$ cat src/rtl/control_unit_if.sv
// Control bundle between the multi-cycle sequencer and the 16-bit datapath.
// The sequencer takes the master side; the datapath (or a bench) takes the slave side.
interface control_unit_if;
  logic        Run;
  logic [15:0] DIN;
  logic        IRin;
  logic [7:0]  Rin;
  logic [7:0]  Rout;
  logic        DINout;
  logic        Ain;
  logic        Gin;
  logic        Gout;
  logic        soma;
  logic        add_sub;
  logic        zero;
  logic        comparacao;
  logic        maior_menor;
  logic        Done;

  modport master (
    input  Run, DIN,
    output IRin, Rin, Rout, DINout, Ain, Gin, Gout,
           soma, add_sub, zero, comparacao, maior_menor, Done
  );

  modport slave (
    output Run, DIN,
    input  IRin, Rin, Rout, DINout, Ain, Gin, Gout,
           soma, add_sub, zero, comparacao, maior_menor, Done
  );
endinterface

$ cat src/rtl/control_unit.sv
// Multi-cycle T0..T3 sequencer: fetches an instruction word into IR and drives
// register enables, bus selects and one-hot ALU operation selects.
module control_unit (
  input  logic           Clock,
  input  logic           Reset,
  control_unit_if.master bus
);

  typedef enum logic [1:0] {T0 = 2'd0, T1 = 2'd1, T2 = 2'd2, T3 = 2'd3} state_t;

  state_t state_reg, state_next;
  // IR[5:0] carries no meaning, so only the opcode and the two register fields are kept
  logic [15:6] ir_reg;

  logic [3:0] opcode;
  logic [2:0] x_sel, y_sel;
  logic [7:0] x_onehot, y_onehot;

  assign opcode   = ir_reg[15:12];
  assign x_sel    = ir_reg[11:9];
  assign y_sel    = ir_reg[8:6];
  assign x_onehot = 8'd1 << x_sel;
  assign y_onehot = 8'd1 << y_sel;

  always_ff @(posedge Clock or posedge Reset) begin
    if (Reset) begin
      state_reg <= T0;
      ir_reg    <= '0;
    end else begin
      state_reg <= state_next;
      if (state_reg == T0 && bus.Run)
        ir_reg <= bus.DIN[15:6];
    end
  end

  logic       irin_c, dinout_c, ain_c, gin_c, gout_c, done_c;
  logic       soma_c, add_sub_c, zero_c, comparacao_c, maior_menor_c;
  logic [7:0] rin_c, rout_c;

  always_comb begin
    state_next    = state_reg;
    irin_c        = 1'b0;
    rin_c         = 8'h00;
    rout_c        = 8'h00;
    dinout_c      = 1'b0;
    ain_c         = 1'b0;
    gin_c         = 1'b0;
    gout_c        = 1'b0;
    soma_c        = 1'b0;
    add_sub_c     = 1'b0;
    zero_c        = 1'b0;
    comparacao_c  = 1'b0;
    maior_menor_c = 1'b0;
    done_c        = 1'b0;

    case (state_reg)
      T0: begin
        // Reset forces T0 asynchronously; masking here keeps IRin low during reset too
        irin_c = bus.Run & ~Reset;
        if (bus.Run)
          state_next = T1;
      end
      T1: begin
        case (opcode)
          4'd0: begin
            rout_c     = y_onehot;
            rin_c      = x_onehot;
            done_c     = 1'b1;
            state_next = T0;
          end
          4'd1: begin
            dinout_c   = 1'b1;
            rin_c      = x_onehot;
            done_c     = 1'b1;
            state_next = T0;
          end
          4'd2, 4'd3, 4'd4, 4'd5, 4'd6: begin
            rout_c     = x_onehot;
            ain_c      = 1'b1;
            state_next = T2;
          end
          default: begin
            done_c     = 1'b1;
            state_next = T0;
          end
        endcase
      end
      T2: begin
        rout_c     = y_onehot;
        gin_c      = 1'b1;
        state_next = T3;
        case (opcode)
          4'd2:    soma_c = 1'b1;
          4'd3: begin
            soma_c    = 1'b1;
            add_sub_c = 1'b1;
          end
          4'd4:    zero_c        = 1'b1;
          4'd5:    comparacao_c  = 1'b1;
          4'd6:    maior_menor_c = 1'b1;
          default: ;
        endcase
      end
      T3: begin
        gout_c     = 1'b1;
        rin_c      = x_onehot;
        done_c     = 1'b1;
        state_next = T0;
      end
      default: state_next = T0;
    endcase
  end

  assign bus.IRin        = irin_c;
  assign bus.Rin         = rin_c;
  assign bus.Rout        = rout_c;
  assign bus.DINout      = dinout_c;
  assign bus.Ain         = ain_c;
  assign bus.Gin         = gin_c;
  assign bus.Gout        = gout_c;
  assign bus.soma        = soma_c;
  assign bus.add_sub     = add_sub_c;
  assign bus.zero        = zero_c;
  assign bus.comparacao  = comparacao_c;
  assign bus.maior_menor = maior_menor_c;
  assign bus.Done        = done_c;

endmodule

$ cat src/flat_wrapper.sv
// flat-port wrapper written by rule: the top's interface ports become plain ports
module control_unit_flat 
  (Clock, Reset, bus_Run, bus_DIN, bus_IRin, bus_Rin, bus_Rout, bus_DINout, bus_Ain, bus_Gin, bus_Gout, bus_soma, bus_add_sub, bus_zero, bus_comparacao, bus_maior_menor, bus_Done);
  control_unit_if bus_i ();
  input  logic Clock;
  input  logic Reset;
  input wire logic [$bits(bus_i.Run)-1:0] bus_Run;
  input wire logic [$bits(bus_i.DIN)-1:0] bus_DIN;
  output wire logic [$bits(bus_i.IRin)-1:0] bus_IRin;
  output wire logic [$bits(bus_i.Rin)-1:0] bus_Rin;
  output wire logic [$bits(bus_i.Rout)-1:0] bus_Rout;
  output wire logic [$bits(bus_i.DINout)-1:0] bus_DINout;
  output wire logic [$bits(bus_i.Ain)-1:0] bus_Ain;
  output wire logic [$bits(bus_i.Gin)-1:0] bus_Gin;
  output wire logic [$bits(bus_i.Gout)-1:0] bus_Gout;
  output wire logic [$bits(bus_i.soma)-1:0] bus_soma;
  output wire logic [$bits(bus_i.add_sub)-1:0] bus_add_sub;
  output wire logic [$bits(bus_i.zero)-1:0] bus_zero;
  output wire logic [$bits(bus_i.comparacao)-1:0] bus_comparacao;
  output wire logic [$bits(bus_i.maior_menor)-1:0] bus_maior_menor;
  output wire logic [$bits(bus_i.Done)-1:0] bus_Done;
  assign bus_i.Run = bus_Run;
  assign bus_i.DIN = bus_DIN;
  assign bus_IRin = bus_i.IRin;
  assign bus_Rin = bus_i.Rin;
  assign bus_Rout = bus_i.Rout;
  assign bus_DINout = bus_i.DINout;
  assign bus_Ain = bus_i.Ain;
  assign bus_Gin = bus_i.Gin;
  assign bus_Gout = bus_i.Gout;
  assign bus_soma = bus_i.soma;
  assign bus_add_sub = bus_i.add_sub;
  assign bus_zero = bus_i.zero;
  assign bus_comparacao = bus_i.comparacao;
  assign bus_maior_menor = bus_i.maior_menor;
  assign bus_Done = bus_i.Done;
  control_unit u_core (.Clock(Clock), .Reset(Reset), .bus(bus_i));
endmodule
$ cat config.mk
export PLATFORM = sky130hd
export DESIGN_NAME = control_unit_flat
export DESIGN_NICKNAME = d
export VERILOG_FILES = /design/src/rtl/control_unit_if.sv /design/src/rtl/control_unit.sv /design/src/flat_wrapper.sv
export SDC_FILE = /design/constraint.sdc
export NUM_CORES = 1
export LEC_CHECK = 0
export CAP_MARGIN = 20
export CELL_PAD_IN_SITES_DETAIL_PLACEMENT = 1
export CELL_PAD_IN_SITES_GLOBAL_PLACEMENT = 1
export CORE_ASPECT_RATIO = 1.4
export CORE_MARGIN = 2
export CORE_UTILIZATION = 25
export DETAILED_ROUTE_END_ITERATION = 7
export GPL_TIMING_DRIVEN = 1
export PLACE_DENSITY = 0.75
export SYNTH_ARGS = -nofsm -noshare
export SYNTH_HDL_FRONTEND = slang
export SYNTH_SLANG_ARGS = --single-unit
export TNS_END_PERCENT = 5
$ cat constraint.sdc
create_clock -name Clock -period 1.7 [get_ports Clock]
set_input_delay 0.425 -clock Clock [delete_from_list [all_inputs] [get_ports Clock]]
set_output_delay 0.425 -clock Clock [all_outputs]
set_load 0.01 [all_outputs]
**Word-level counts from Yosys, hierarchy flattened**

Cells that the tools add are included.

- Flip-flop bits (word level): 12
- Input port bits: 19
- Word-level logic and storage cells: 48

- Equality and inequality tests: 10
- Shifts and indexed selects: 2
- Multiplexer cells: 26
- Bitwise gates (word level): 2
- Reduce and logical (&&, ||, !) cells: 6

Operator list:

| cell | number |
|---|---|
| 8-bit one-hot mux with 2 select lines | 3 |
| 1-bit two-way mux | 18 |
| 1-bit by 3-bit << shifter with 8-bit output (first input constant) | 2 |
| 4-bit by 3-bit == test with 1-bit output (second input constant) | 3 |
| 4-bit by 2-bit == test with 1-bit output (second input constant) | 2 |
| 8-bit two-way mux | 1 |
| 2-bit one-hot mux with 4 select lines | 1 |
| 5-bit OR reduction | 1 |
| 2-bit == test (second input constant) | 2 |
| 4-bit by 1-bit == test with 1-bit output (second input constant) | 1 |
| 4-bit logical NOT | 1 |
| 2-bit two-way mux | 2 |
| 2-bit OR reduction | 2 |
| 2-bit by 1-bit == test with 1-bit output (second input constant) | 1 |
| 2-bit logical NOT | 1 |
| 2-bit inequality test (second input constant) | 1 |
| 1-bit one-hot mux with 2 select lines | 1 |
| 1-bit bitwise AND | 1 |
| 1-bit logical AND | 1 |
| 1-bit inverter | 1 |

**Longest topological paths before layout**

Gate-level depths: netlist of run 1.

- Depth after elaboration: 4
- Gate-level depth with buffers: 5

**Worst setup path before layout of run 1**

Ideal clock, no wire load.

- Path type: flip-flop to output port
- From: register u_core.state_reg[0]
- To: output bus_Rout[0]
- Data arrival time: 1.447 ns
- Required time: 1.275 ns
- Path slack: -0.172 ns
- Cell stages (with the launch flop): 5
- Path buffers: 0
- Cells stage by stage: dfrtp_1 -> inv_1 -> ha_1 -> or3b_2 -> o32ai_1

- Cells in the longest elaborated chain, start to end: 2
- Elaborated cells between the ends (all ways): 3

RTL lines:

| what | line | source |
|---|---|---|
| start, declared | control_unit.sv:11 | `state_t state_reg, state_next;` |
| start signal, assigned | control_unit.sv:30 | `state_reg <= state_next;` |
| 2-bit == test or 2-bit by 1-bit == test with 1-bit output (tied branches) | control_unit.sv:56 | `case (state_reg)` |
| 8-bit one-hot mux with 2 select lines * | control_unit.sv:56 |  |
| end, declared | flat_wrapper.sv:11 | `output wire logic [$bits(bus_i.Rout)-1:0] bus_Rout;` |

Every way passes the cells marked *; elsewhere a longest branch is shown, timed or not.

==> results.txt, run 1 <==
Across the run, the number of max-cap violations was 0. In this run the worst hold path is classified as input pin to async pin. The async set or reset register ratio after synthesis came out at 100%. The floorplan step set the die height to about 73 um. The DRC violation count after routing came out at 0. For this configuration, the core starts out at a cell density of 25.6%. The routed length per instance came out at approximately 16 um. The number of pins exceeding their max-slew limit in the final report came out at 0. The most numerous cell type found on the critical path is buf_6.

Counting I/O delays and the setup requirement, the final critical path takes 2.24 ns. Routability-driven placement finished with a final weighted congestion of a little over 0.8. The maximum single-stage delay on the critical path came out at 0.39 ns. The per-instance average area after synthesis is between 9 and 10 um2. The met2 routing resource usage after global routing is between 30% and 40%.

The floorplan has 25 rows. For the final database, setup skew stands at approximately 0.0027 ns. The total of endpoints with negative setup slack in the final report came out at 26. The total number of H-tree levels is 1. The layout cell share with drive strength beyond 1 is between 60% and 70%. Of the total power, the clock network draws 10.6%. The area of the multi-input gates is 723 um2. The wire length after detailed routing is between 3000 and 4000 um. The net switching power came out at 1.20 mW. The core footprint is between 0.003 and 0.004 mm2. The number of enable-type register cells in the synthesized netlist is 0. The first global-routing pass estimated a little over 5000 um of wire.

The power share of the sequential group came out at between 20 and 25%. For this design the ratio of total power to cell area is 1730 mW/mm2. The slew at the pin with the worst max-slew slack is 0.463 ns. The width of the chip came out at about 53 um. The mapped cell area is roughly 850 um2. Leaving out fill and tap cells, the most frequent cell in the layout is buf_4. Along the worst path, the maximum fanout reaches 5. The gate count of the mapped netlist came out at a little under 90. Among all flip-flop cells after synthesis, the most frequent one is dfrtp_1. In this run the static leakage power is approximately 0.75 nW. The worst pin sits at a relative slew slack of between 60% and 70%. The overall power is between 2 and 3 mW.

The area growth from synthesis to layout is 98.1%. The total global routing track utilization came out at 18.0%. The worst slack at placement came out at -0.700 ns. The checks that failed: setup timing. The flow ran to the end, but the final reports show violations. The count of antenna-violating nets left after detailed routing is 0.

Detailed routing inserted a total of 961 vias. The detailed-route vias per instance is ~4.8. The number of optimization iterations in the first detailed-route pass came out at 4.

The die covers 0.00389 mm2. The required time reported for the critical path endpoint is between 1 and 1.5 ns. between 40 and 50 I/O pins were placed.

The total overflow left after global routing is 0. The setup path with the least slack is of type register to output pin. The final instance count without filler cells came out at 201. The instance area after placement came out at ~0.0016 mm2.

The fmax is about 450 MHz. The library cells used most frequently in the layout, excluding fill and tap cells, are 26 x buf_4, 22 x buf_2, 12 x dfrtp_1, 12 x clkdlybuf4s50_1, 10 x mux2_2. The antenna cell count is 0.

The number of nets in the synthesized netlist is ~110. The net count of the finished layout is between 150 and 200. TritonCTS built the clock tree. During placement, the flow inserted port buffers numbering 39. The clock transition at the register clock pins on the worst setup and hold paths after CTS is around 0.050 ns. The total negative slack for setup checks is -8.03 ns.

The DRC violation total after the first TritonRoute iteration came out at 11. Setup slack on the critical path of the routed design comes to -0.544 ns. The layer flagged by global routing as most heavily used is met2. The clock buffer count from CTS came out at 3. The flip-flop count of the largest register, all copies and words added is 10. The final non-filler cell area came out at roughly 0.0017 mm2. The clock net sink count is 12. Net switching is 41.2% of the power.

The unique cell type count in the Yosys netlist came out at 31. The total of flip-flops plus latches after synthesis is 12. The largest individual stage delay along the critical path comes from the cell dfrtp_1. The clock tree root driver cell is clkbuf_8. The sequential cell area in the final layout is about 300 um2. Counting the fill cells in the layout gives between 300 and 400.

The length in cells of the worst reg-to-reg path is 5. The number of global-route vias before repair came out at slightly above 1000. In this run, placement finished with an instance count of about 190. The critical path endpoint category is an output pin. The post-synthesis sequential area ratio is a little over a third.

During synthesis, Yosys emitted a total of 0 warnings. The worst IR drop on VDD is approximately 0.00086 V. The met1 demand-to-capacity share in global routing came out at about 22%. The final number of hold-violating endpoints came out at 0.

The critical path goes through inv_2, ha_4, nor4b_4, buf_4, buf_6, a21oi_4, buf_6, o32ai_4, buf_2. The endpoint arrival time on the critical path is approximately 1.8 ns. STA classifies the critical path startpoint as a register. The number of antenna violations at the first check in global routing came out at 0. The portion of the clock cycle consumed by the worst path in the final layout came out at 132%.

The later pin in the worst-skew pair is clocked with a latency of about 0.24 ns. The design internal power came out at about 1.7 mW. After legalization and detailed placement, the total HPWL measured 2470 um.

The post-cts hold buffer count came out at 0. For this run, global-route usage on met3 was measured as between 1.5 and 2%. The maximum number of pins on one net before global-route repair came out at 13. The clock tree buffer depth came out at 2.

The logic gate share of total power came out at 69.0%. Setup repair after global routing could not meet its margin everywhere. The launching point of the worst reg2reg path is u_core.state_reg[0].
-- synth_stat cells, drive strengths merged (2+ instances only) --
cell | instances | area [um2]
a21oi | 2 | 10.0
and2 | 2 | 12.5
dfrtp | 12 | 300
ha | 4 | 50.1
inv | 6 | 22.5
mux2 | 11 | 128
nand2 | 4 | 15.0
nand2b | 3 | 18.8
nand3 | 2 | 10.0
nand3b | 2 | 15.0
nor2 | 9 | 33.8
nor2b | 4 | 25.0
nor3 | 3 | 15.0
nor3b | 2 | 15.0
o22ai | 6 | 37.5
o32ai | 2 | 17.5
-- final cells by class --
cell class	instances	area share, %
multi-input cells	69	43.0
repair buffers	70	31.6
flip-flops and latches	12	17.8
clock buffers	4	3.27
well taps	40	2.97
inverters	6	1.34
-- layer usage --
layer  vias up  wire [um]
li1        462          -
met1       473       1200
met2        24       1840
met3         2        131
met4         0         19
met5         -          0
-- power by group through the flow --
stage,clock [mW],sequential (mW),combinational (mW)
floorplan,0,0.642,0.909
CTS,0.316,0.591,1.97
global route,0.337,0.622,2.19
global placement,0,0.584,1.71
detailed placement,0,0.609,1.78
finish,0.309,0.597,2.01
-- final timing paths --
check	end	slack, ns
worst max-delay path	bus_Rout[0]	-0.54
worst min-delay path	u_core.ir_reg[9]	0.53
worst max register to register	u_core.ir_reg[12]	0.27
worst min register to register	u_core.ir_reg[10]	0.59
max in group asynchronous	u_core.state_reg[0]	0.85
min in group Clock	u_core.ir_reg[10]	0.59
-- metrics by stage --
step                utilization, %  hold slack [ns]
floorplan                        -            0.290
global placement              47.2            0.549
detailed placement            47.2            0.559
CTS                           50.3            0.557
global route                  50.8            0.580
finish                        50.8            0.533
-- kinds of logic (layout without fill, tap and decap cells) --
family	count (synthesis)	in the layout	synth area share (%)
compound gates	15	15	11.8
fa+ha+maj	4	4	5.89
buf+inv	7	80	3.24
flops	12	12	35.3
mux	11	11	15.0
simple gates	39	39	28.7
-- worst max-delay path: cells and delay by family, from the launching register on --
kind                     cells  cell delay [ns]
AND/OR/NAND/NOR              1             0.17
flip-flops                   1             0.39
AO/OA/AOI/OAI                2             0.18
adder cells (fa/ha/maj)      1             0.14
buffers and inverters        5             0.71
-- timing repair --
action / CTS / global route
resized for setup: 116 / 16
endpoints found under the setup margin: 27 / 27
pin swaps: 12 / 2
setup buffers: 8 / 0
Power figures use the tool's default switching activity.
==> run 2: changes to the inputs <==
--- a/config.mk
+++ b/config.mk
@@ -13,6 +13,7 @@
 export CORE_UTILIZATION = 25
 export DETAILED_ROUTE_END_ITERATION = 7
 export GPL_TIMING_DRIVEN = 1
+export MAX_ROUTING_LAYER = met4
 export PLACE_DENSITY = 0.75
 export SYNTH_ARGS = -nofsm -noshare
 export SYNTH_HDL_FRONTEND = slang
==> results.txt, run 2 (synthesis results as in run 1) <==
The net count of the finished layout is 185 (unchanged). The total global routing track utilization is 18.4% (was 18.0%). The type of element launching the critical path is a register (unchanged). The worst-case register-to-register setup slack is 0.27 ns (about the same). The wire length after detailed routing is 3220 um (was 3190 um). The total of endpoints with negative setup slack in the final report came to 26 (unchanged).

The area of the multi-input gates was 723 um2 (unchanged). The number of optimization iterations in the first detailed-route pass is 4 (unchanged). The endpoint of the most critical setup path is bus_Rout[0] (unchanged). The length in cells of the worst reg-to-reg path was 5 (unchanged).

The area growth from synthesis to layout is 98.1% (unchanged). The number of antenna violations at the first check in global routing came out at 0 (unchanged). The clock tree root driver cell was clkbuf_8 (unchanged). The clock latency of the later-clocked register in the worst-skew pair is 0.24 ns (about the same). The initial cell density of the core came to 25.6% (unchanged).

The flip-flop count of the largest register, all copies and words added is 10 (unchanged). The most critical setup path has its startpoint at u_core.ir_reg[14]. The clock transition at the register clock pins on the worst setup and hold paths after CTS came out at 0.06 ns (was 0.05 ns). The required time reported for the critical path endpoint came out at 1.27 ns (about the same). The final weighted congestion of routability-driven global placement was 0.837 (was 0.824). The share of the core filled with cells is 50.8% (unchanged). The final number of hold-violating endpoints is 0 (unchanged).

The minimum clock period after layout is 2.25 ns (was 2.24 ns). The path type of the worst setup path was register to output pin (unchanged). The slew at the pin with the worst max-slew slack came out at 0.463 ns (about the same). RSZ-0062 raised after global routing: true (unchanged). The clock net sink count came out at 12 (unchanged). The leakage power total is 0.748 nW (unchanged). The number of top-level pins is 46 (unchanged). The number of buffer cells added on primary ports came out at 39 (unchanged). The portion of the clock cycle consumed by the worst path in the final layout is 132% (about the same).

The commonest non-fill, non-tap cell in the layout is buf_4 (unchanged). The launching point of the worst reg2reg path is u_core.state_reg[0] (unchanged). The total negative slack for setup checks was -8.17 ns (was -8.03 ns).

The clock tree buffer depth came to 2 (unchanged). The type of the tightest min-delay check is input pin to async pin (unchanged). The worst IR drop on VDD came out at 0.000862 V (was 0.000858 V). The number of global-route vias before repair was 1032 (was 1029). The total power divided by cell area came to 1740 mW/mm2 (was 1730 mW/mm2).

The antenna cell count is 0 (unchanged). The detailed-route vias per instance came out at 4.84 (was 4.78). The final-layout fill cell count is 388 (unchanged). Outcome: complete, but fails checks (unchanged).

The core footprint is 0.00332 mm2 (unchanged). The DRC violation count after routing came out at 0 (unchanged). The endpoint arrival time on the critical path is 1.82 ns (about the same). The headroom to the max-slew limit came out at 69.1% (about the same). The DRC violation total after the first TritonRoute iteration came to 13 (was 11). The critical path endpoint category was an output pin (unchanged).

The maximum number of pins on one net before global-route repair came out at 13 (unchanged). The TritonCTS clock tree was built (unchanged). The worst slack on hold paths is 0.531 ns (was 0.533 ns). The count of antenna-violating nets left after detailed routing is 0 (unchanged). The worst flop-to-flop path endpoint is u_core.ir_reg[12] (unchanged). Commonest non-fill, non-tap cells in the layout: 26 x buf_4, 22 x buf_2, 12 x dfrtp_1, 12 x clkdlybuf4s50_1, 10 x mux2_2 (unchanged). The half-perimeter wire length after detailed placement is 2470 um (unchanged). Violations in the final reports: setup timing (unchanged).

The clock buffer count from CTS came out at 3 (unchanged). The total number of H-tree levels came out at 1 (unchanged). The maximum clock skew at final layout was 0.00351 ns (was 0.00272 ns). The largest fanout of any net on the critical path was 5 (unchanged). The layout cell share with drive strength beyond 1 is 66.5% (unchanged). The number of pins exceeding their max-slew limit in the final report came out at 0 (unchanged). The full die area is 0.00389 mm2 (unchanged).

The max-cap check violation count is 0 (unchanged). The standard-cell row count is 25 (unchanged). The fmax came out at 445 MHz (was 446 MHz).

The routed length per instance came out at 16.0 um (was 15.9 um). The wire length of the first global-routing pass is 5180 um (was 5190 um). The total congestion overflow is 0 (unchanged). The sequential cell area in the final layout was 300 um2 (unchanged). The height of the die was 73.0 um (unchanged).

The width of the chip is 53.3 um (unchanged). The total number of vias came out at 972 (was 961). The least setup slack across all paths after layout came out at -0.548 ns (was -0.544 ns).
[run 2: through the flow]
step / std cells / cell area [um2] / setup slack (ns) / power (mW)
floorplan: 88 / 957 / -0.100 / 1.55
global placement: 189 / 1570 / -0.652 / 2.29
detailed placement: 189 / 1570 / -0.700 / 2.39
CTS: 201 / 1670 / -0.560 / 2.87
global route: 201 / 1680 / -0.638 / 3.14
finish: 201 / 1680 / -0.548 / 2.92
[run 2: how the worst min path moves through the flow]
stage | end | slack, ns | cells past startpoint
after floorplan | async pin | 0.29 | 1
after global placement | u_core.ir_reg[10] | 0.55 | 1
after detailed placement | u_core.ir_reg[10] | 0.56 | 1
after CTS | u_core.ir_reg[9] | 0.56 | 2
after global routing | u_core.ir_reg[8] | 0.58 | 2
final | u_core.ir_reg[6] | 0.53 | 2
[run 2: power breakdown]
part           internal [mW]  switching (mW)  total [mW]
Sequential             0.434           0.164       0.597
Clock                  0.205           0.106       0.311
Combinational           1.08           0.938        2.02
[run 2: worst max-delay path: stages (launching register included)]
cell,delay (ns)
dfrtp_1,0.39
buf_4,0.16
nor4b_4,0.25
buf_4,0.19
buf_6,0.12
a21oi_4,0.07
buf_6,0.13
o32ai_4,0.11
buf_2,0.17
[run 2: layout make-up]
class	instances	share of cell area (%)
timing repair buffer	70	31.6
sequential	12	17.8
inverter	6	1.34
clock buffer	4	3.27
tap	40	2.97
multi-input combinational	69	43.0
[run 2: timing repair]
item	CTS	global route
resized for setup	116	16
pin swaps	12	2
buffers inserted	8	0
setup endpoints to repair	27	27
hold buffers	0	0
[run 2: per-layer routing]
layer,GRT usage (%),share of wire (%)
met1,21.7,37
met4,4.27,0.90
met3,1.43,4.1
met5,-,0
met2,33.2,58
